===== src/rtl/mu0_sequencer.sv =====
// MU0 control-phase sequencer: drives FETCH/EXEC1/EXEC2 strobes, owns skipstatus,
// halts on STP and keeps a retired-instruction count for the debug display.
module mu0_sequencer #(
    parameter int CNT_W = 16
) (
    input  logic             CLOCK,
    input  logic             RESET,
    input  logic             RUN,
    input  logic             STEP,
    input  logic [3:0]       IR_OP,
    input  logic             EXTRA,
    input  logic             SKIP_REQ,
    output logic             FETCH,
    output logic             EXEC1,
    output logic             EXEC2,
    output logic             IR_EN,
    output logic             skipstatus,
    output logic             RETIRE,
    output logic             HALTED,
    output logic [CNT_W-1:0] INSTR_COUNT
);

    typedef enum logic [2:0] {
        S_IDLE,
        S_FETCH,
        S_EXEC1,
        S_EXEC2,
        S_HALT
    } state_t;

    localparam logic [3:0] OP_STP = 4'b0111;

    state_t state;
    state_t state_next;
    logic   stp_halt;
    logic   last_exec;

    // A nullified STP falls through and retires like any other instruction.
    assign stp_halt  = (state == S_EXEC1) && (IR_OP == OP_STP) && !skipstatus;
    assign last_exec = (state == S_EXEC2) || ((state == S_EXEC1) && !stp_halt && !EXTRA);

    assign RETIRE = last_exec;
    assign IR_EN  = FETCH;

    always_comb begin
        state_next = state;
        case (state)
            S_IDLE: begin
                if (RUN || STEP) begin
                    state_next = S_FETCH;
                end
            end
            S_FETCH: begin
                state_next = S_EXEC1;
            end
            S_EXEC1: begin
                if (stp_halt) begin
                    state_next = S_HALT;
                end else if (EXTRA) begin
                    state_next = S_EXEC2;
                end else begin
                    state_next = RUN ? S_FETCH : S_IDLE;
                end
            end
            S_EXEC2: begin
                state_next = RUN ? S_FETCH : S_IDLE;
            end
            S_HALT: begin
                state_next = S_HALT;
            end
            default: begin
                state_next = S_IDLE;
            end
        endcase
    end

    // Phase strobes are registered from the next state so they always match the state register.
    always_ff @(posedge CLOCK) begin
        if (RESET) begin
            state       <= S_IDLE;
            FETCH       <= 1'b0;
            EXEC1       <= 1'b0;
            EXEC2       <= 1'b0;
            HALTED      <= 1'b0;
            skipstatus  <= 1'b0;
            INSTR_COUNT <= '0;
        end else begin
            state  <= state_next;
            FETCH  <= (state_next == S_FETCH);
            EXEC1  <= (state_next == S_EXEC1);
            EXEC2  <= (state_next == S_EXEC2);
            HALTED <= (state_next == S_HALT);
            if (last_exec) begin
                INSTR_COUNT <= INSTR_COUNT + CNT_W'(1);
                skipstatus  <= !skipstatus && SKIP_REQ;
            end
        end
    end

endmodule


===== config.mk =====
export PLATFORM = sky130hd
export DESIGN_NAME = mu0_sequencer
export DESIGN_NICKNAME = d
export VERILOG_FILES = /design/src/rtl/mu0_sequencer.sv
export SDC_FILE = /design/constraint.sdc
export NUM_CORES = 1
export LEC_CHECK = 0
export BUFFER_PORTS_ARGS = -buffer_cell sky130_fd_sc_hd__clkbuf_2
export CORE_ASPECT_RATIO = 0.75
export CORE_MARGIN = 3
export CORE_UTILIZATION = 40
export CTS_CLUSTER_SIZE = 40
export DETAILED_ROUTE_END_ITERATION = 10
export GPL_TIMING_DRIVEN = 0
export PLACE_DENSITY_LB_ADDON = 0.3
export SLEW_MARGIN = 20
export SYNTH_ARGS = -nofsm -noshare
export SYNTH_HDL_FRONTEND = slang
export SYNTH_SLANG_ARGS = --single-unit

===== constraint.sdc =====
create_clock -name CLOCK -period 1.9 [get_ports CLOCK]
set_clock_uncertainty 0.1 [all_clocks]
set_input_delay 0.095 -clock CLOCK [delete_from_list [all_inputs] [get_ports CLOCK]]
set_output_delay 0.095 -clock CLOCK [all_outputs]
set_load 0.005 [all_outputs]

==> results of run 1 <==
layout by cell type, fill, tap and decap left out, types with 2 or more instances in the layout:
cell type   n
nor3_1      5
clkbuf_8    4
clkbuf_2   31
a21oi_1    14
o21ai_0     6
nand2_1     5
nor2_1     10
inv_1       4
and4_1      2
nand4_1     4
clkbuf_1    3
or3_1       4
nand2b_1    2
buf_6       2
nand3_1     5
dfxtp_1    19
a21oi_2     2
or4_1       8
dfxtp_2     5
buf_4       4
o31ai_1     9
stage by stage:
step | setup WS (ps) | power, mW | area [um2] | instances
after global placement | -40.1 | 0.671 | 1380 | 205
after CTS | 6.20 | 1.02 | 1460 | 209
after floorplan | 152 | 0.629 | 1180 | 138
after detailed placement | -64.5 | 0.675 | 1380 | 205
final | 80.5 | 1.03 | 1510 | 211
after global routing | -7.71 | 1.07 | 1510 | 211
cells by family (layout without fill, tap and decap cells):
logic type	Yosys count	count (layout)	synth area share, %
buffers and inverters	13	50	5.61
xor gates and xnor gates	1	1	0.742
AOI/OAI and AO/OA	40	40	22.1
adders and majority gates	1	1	1.06
and+or+nand+nor	58	58	28.9
muxes	1	1	0.847
DFF	24	24	40.7
path summary, 6_finish.rpt:
path	slack [ps]	depth (start not counted)	startpoint	to
setup / recovery	80	5	skipstatus	INSTR_COUNT[13]
hold / removal	20	4	STEP	EXEC1
setup reg to reg	80	5	skipstatus	INSTR_COUNT[13]
hold reg to reg	400	2	INSTR_COUNT[10]	INSTR_COUNT[10]
report_power, final:
group	switching [mW]	leakage [nW]	total, mW	internal (mW)
Clock	0.160	0.0288	0.345	0.185
Combinational	0.0823	0.361	0.149	0.0669
Sequential	0.0132	0.196	0.532	0.518
Total	0.255	0.586	1.03	0.770
per-layer routing:
| metal | up-vias | wire (um) | global-route usage [%] |
|---|---|---|---|
| met5 | - | 0 | 0 |
| met4 | 0 | 55 | 4.53 |
| met3 | 10 | 154 | 4.03 |
| met2 | 38 | 1400 | 27.9 |
| met1 | 572 | 1400 | 24.6 |
| li1 | 600 | - | - |
worst max-delay path, stage by stage, from the launching register on:
cell     delay [ps]
dfxtp_2         340
and3b_2         230
a211o_1         280
buf_6           140
or4_1           490
a21oi_1         160
cell type report:
| class | count | area, um2 |
|---|---|---|
| fillers | 259 | 1190 |
| multi-input cells | 101 | 681 |
| flip-flops and latches | 24 | 487 |
| repair buffers | 33 | 170 |
| plain buffers | 9 | 57.6 |
| clock buffers | 4 | 55.1 |
| well taps | 36 | 45.0 |
| inverters | 4 | 15.0 |
cell usage after synthesis (2+ instances only):
library cell / n
nor2_1: 10
and3b_1: 2
clkbuf_1: 3
o21ai_0: 6
nand2b_1: 3
nand3_1: 6
or3_1: 4
o31ai_1: 9
buf_4: 2
nor3_1: 5
nand2_1: 6
inv_1: 4
or4_1: 9
dfxtp_1: 24
a21oi_1: 16
and4_1: 2
nand4_1: 4
registers in the layout, summed over array words and instances, names as in the netlist:
name,count
EXEC2,1
state,3
INSTR_COUNT,16
skipstatus,1
EXEC1,1
HALTED,1
FETCH,1
repair_timing:
item                       in CTS  in global routing
setup endpoints to repair       4                 16
setup buffers                   0                  2
gates cloned                    0                  0
resized for setup               4                 14
pin swaps                       0                  4
==> results by group, run 1 <==
Clock tree
  • Depth of the CTS H-tree: 1
  • Sink Count: 24
  • Clk buf depth: 2
  • Num CTS Buffers: 3
  • Clk Latency, worst-skew pair: 270 ps
  • CTS root buf: clkbuf_8
  • CTS Hold Bufs: 0
  • CTS tree: built
  • Clock-pin slew on the worst setup and hold paths: 80 ps

Layout
  • Area grow syn2layout: 27.9%
  • Final Net Count: 187
  • Ant. Diodes: 0
  • Final Core Density: 55.9%
  • Layout cells sized above 1: 32.6%

Timing
  • Period utilisation layout: 95.8%
  • Pins over their slew limit: 0
  • Slew headroom: 63.1%
  • Actual slew at the worst max-slew pin: 554 ps
  • Final Hold Viols: 0
  • Post-route setup TNS: 0 ps
  • Max frequency: 0.550 GHz
  • Final hold slack: 19.5 ps
  • Final min period: 1820 ps
  • Setup violators final: 0
  • Unrepaired setup endpoints after global routing: yes

Drt
  • Drt pass-1 iters: 4
  • Number of nets with antenna violations after routing: 0
  • Routed WL: 3010 um
  • Vias/cell: 5.78
  • DR iter-0 viols: 103
  • Vias: 1220
  • DR WL/cell: 14.3 um
  • DRC: 0

Yosys
  • Avg Cell Area, Syn: 8.56 um2
  • Synth async-reset ratio: 0%
  • Yosys top cell area share: 40.7%
  • Ranking of synthesized cells by area: dfxtp_1 (41%), a21oi_1 (6.8%), o31ai_1 (5.7%), or4_1 (5.7%), nor2_1 (3.2%)
  • Post-Syn Area: 1180 um2
  • Syn Inst Count: 138
  • Synthesis Warnings: 0
  • Synthesized Nets: 149
  • Dominant cell type by area after synthesis: dfxtp_1
  • Sequential-to-total area share from yosys stat: 40.7%
  • EDFF count, synth: 0
  • Yosys cell types: 40
  • Top_reg_cell synth: dfxtp_1
  • Number of synthesized register bits: 24

Setup path
  • CP arrival: 1910 ps
  • Critical Path RT: 2000 ps
  • Critical path capture point type: flop
  • CP max FO: 10
  • Crit path launch type: flop
  • WS Path Type: reg2reg

Pwr
  • Peak VDD IR: 0.340 mV
  • Leak: 0.586 nW
  • Power Dens Cells: 679 nW/um2

Global route
  • First-pass GRT wire length: 4920 um
  • Vias in the first global route: 1063
  • Largest net degree at the start of global routing: 14
  • Initial antenna violation count: 0
  • GRT Total Usage: 17.9%
  • GR Overflow Total: 0

Floorplanning
  • Starting Density: 43.7%
  • Die H: 53.1 um
  • DIE WIDTH: 68.7 um
  • Ports: 33
  • Die Area: 3650 um2
  • Row Count: 16
  • Core region area: 2700 um2

Placement
  • DP HPWL: 2200 um
  • Port bufs: 31
  • Gp weighted congestion: 0.769

Flow run
  • Reported max-cap violation count: 0

Hold path
  • Min-delay worst type: in2reg

Outcome
  • Status: completed
Power figures use the tool's default switching activity.
==> run 2: changes to the inputs <==
Settings changed: GPL_TIMING_DRIVEN 0 to default, SETUP_SLACK_MARGIN from default to 0.2.
==> results by group, run 2 (synthesized netlist as in run 1, its figures left out) <==
Floorplanning
  • DIE WIDTH: 68.7 um (unchanged)
  • Die Area: 3650 um2 (unchanged)
  • Core region area: 2700 um2 (unchanged)
  • Die H: 53.1 um (unchanged)
  • Ports: 33 (unchanged)
  • Starting Density: 43.7% (unchanged)
  • Row Count: 16 (unchanged)

Placement
  • Pre-CTS setup slack: -32.3 ps (+32.2 ps)
  • Port bufs: 32 (+3.2%)
  • DP HPWL: 2100 um (-4.5%)
  • Gp weighted congestion: 0.745 (-3.1%)

Pwr
  • Leak: 0.651 nW (+11%)
  • Seq pwr share: 45.5% (-6.3 points)
  • Switching Share: 23.9% (-1.0 points)
  • Clk pwr share: 39.1% (+5.5 points)
  • Power Dens Cells: 706 nW/um2 (+4.0%)
  • Internal: 0.881 mW (+14%)
  • Peak VDD IR: 0.402 mV (+18%)
  • Combinational Power Share: 15.4% (+0.9 points)
  • Sw Pwr: 0.276 mW (+8.1%)

Layout
  • Final Net Count: 196 (+4.8%)
  • Layout cells sized above 1: 40.8% (+8.2 points)
  • Commonest non-fill, non-tap cell in the layout: clkbuf_2
  • Most frequent cells in the layout: clkbuf_2 (32), dfxtp_1 (19), buf_4 (14), a21oi_1 (13), nor2_1 (10)
  • Max reg flops: 16 (unchanged)
  • Area grow syn2layout: 38.8%
  • Largest register by flop count: INSTR_COUNT
  • Regs by FF count: INSTR_COUNT x16, state x3
  • Ant. Diodes: 0 (unchanged)

Global route
  • First-pass GRT wire length: 5330 um (+8.4%)
  • GRT Total Usage: 19.3% (+1.4 points)
  • Initial antenna violation count: 0 (unchanged)
  • GR Overflow Total: 0 (unchanged)
  • Largest net degree at the start of global routing: 27 (+13)
  • Vias in the first global route: 1167 (+9.8%)

Drt
  • Routed WL: 3220 um (+7.0%)
  • DR iter-0 viols: 122 (+18%)
  • DRC: 0 (unchanged)
  • DR WL/cell: 14.6 um (+2.7%)
  • Vias/cell: 5.66 (-2.1%)
  • Number of nets with antenna violations after routing: 0 (unchanged)
  • Drt pass-1 iters: 4 (unchanged)
  • Vias: 1245 (+2.0%)

Setup path
  • CP arrival: 1860 ps (-50 ps)
  • Reg2reg start: skipstatus
  • WP buf/inv: 0 (-1)
  • Critical path's slowest cell: or4_1
  • Setup crit start: skipstatus
  • Crit-path max cell delay: 480 ps (about the same)
  • Critical path capture point type: flop
  • CP max FO: 6 (-4)
  • Worst path top cell family by delay: simple AND/OR/NAND/NOR gates
  • WS Path Type: reg2reg
  • Crit path launch type: flop
  • Critical Path RT: 1990 ps (about the same)
  • Crit-path cells: and3b_2, a211o_4, or4_1, a21oi_1

Timing
  • Pins over their slew limit: 0 (unchanged)
  • Unrepaired setup endpoints after global routing: yes
  • Setup violators final: 0 (unchanged)
  • Final min period: 1760 ps (-54.6 ps)
  • Slew headroom: 63.8% (+0.68 points)
  • Period utilisation layout: 92.9% (-2.9 points)
  • Max frequency: 0.567 GHz (+3.1%)
  • Final Hold Viols: 0 (unchanged)
  • Final worst setup slack: 135 ps (+54.6 ps)
  • Actual slew at the worst max-slew pin: 544 ps (-10.2 ps)
  • Post-route setup TNS: 0 ps (unchanged)

Outcome
  • Status: completed

Clock tree
  • Num CTS Buffers: 3 (unchanged)
  • Clk Latency, worst-skew pair: 270 ps (about the same)
  • Clk buf depth: 2 (unchanged)
  • CTS Hold Bufs: 0 (unchanged)
  • Sink Count: 24 (unchanged)
  • Depth of the CTS H-tree: 1 (unchanged)
  • CTS tree: built
  • Clock-pin slew on the worst setup and hold paths: 90 ps (about the same)
  • CTS root buf: clkbuf_8

Flow run
  • Reported max-cap violation count: 0 (unchanged)

Hold path
  • Min-delay worst type: in2reg
  • Min-delay src: STEP
==> run 2: final cells by class <==
| type | count | area [um2] |
|---|---|---|
| fill | 247 | 1060 |
| multi-input combinational | 103 | 722 |
| sequential | 24 | 487 |
| timing repair buffer | 49 | 299 |
| tap | 36 | 45.0 |
| clock buffer | 3 | 41.3 |
| clock inverter | 1 | 30.0 |
| inverter | 4 | 15.0 |
==> run 2: final timing paths <==
path | endpoint | slack, ps | depth (start not counted)
min reg2reg | INSTR_COUNT[6] | 410 | 2
max | INSTR_COUNT[5] | 140 | 4
max reg2reg | INSTR_COUNT[5] | 140 | 4
min | EXEC1 | 10 | 4
==> run 2: layer usage <==
metal,track usage (%),up-vias,routed length [um]
li1,-,621,-
met1,26.2,573,1510
met2,30.4,44,1460
met3,4.88,7,210
met4,4.53,0,36
met5,0,-,0
==> run 2: stage by stage <==
stage               hold slack [ps]  utilization [%]  power (mW)  std cells  cell area, um2
CTS                            5.94             58.9        1.15        219            1590
finish                         11.8             60.6        1.16        220            1640
global route                   19.7             60.6        1.21        220            1640
floorplan                       182                -       0.631        138            1190
detailed placement              299             53.3       0.680        211            1440
global placement                294             53.3       0.676        211            1440
==> run 2: tightest hold or removal path: cells and delay by family <==
| family | cells | cell delay [ps] |
|---|---|---|
| and+or+nand+nor | 2 | 90 |
| buffers and inverters | 1 | 100 |
| AOI/OAI and AO/OA | 1 | 70 |
==> run 2: repair_timing <==
action / 4_1_cts / 5_1_grt
gates resized for setup: 11 / 13
pin swaps: 22 / 10
setup endpoints to repair: 18 / 19
cloned: 2 / 0
setup buffers: 2 / 1
==> run 2: power groups by stage <==
stage	logic (mW)	clock network (mW)	registers [mW]
finish	0.178	0.452	0.527
detailed placement	0.143	0	0.537
floorplan	0.0906	0	0.541
global placement	0.140	0	0.536
global route	0.197	0.488	0.529
CTS	0.167	0.456	0.525
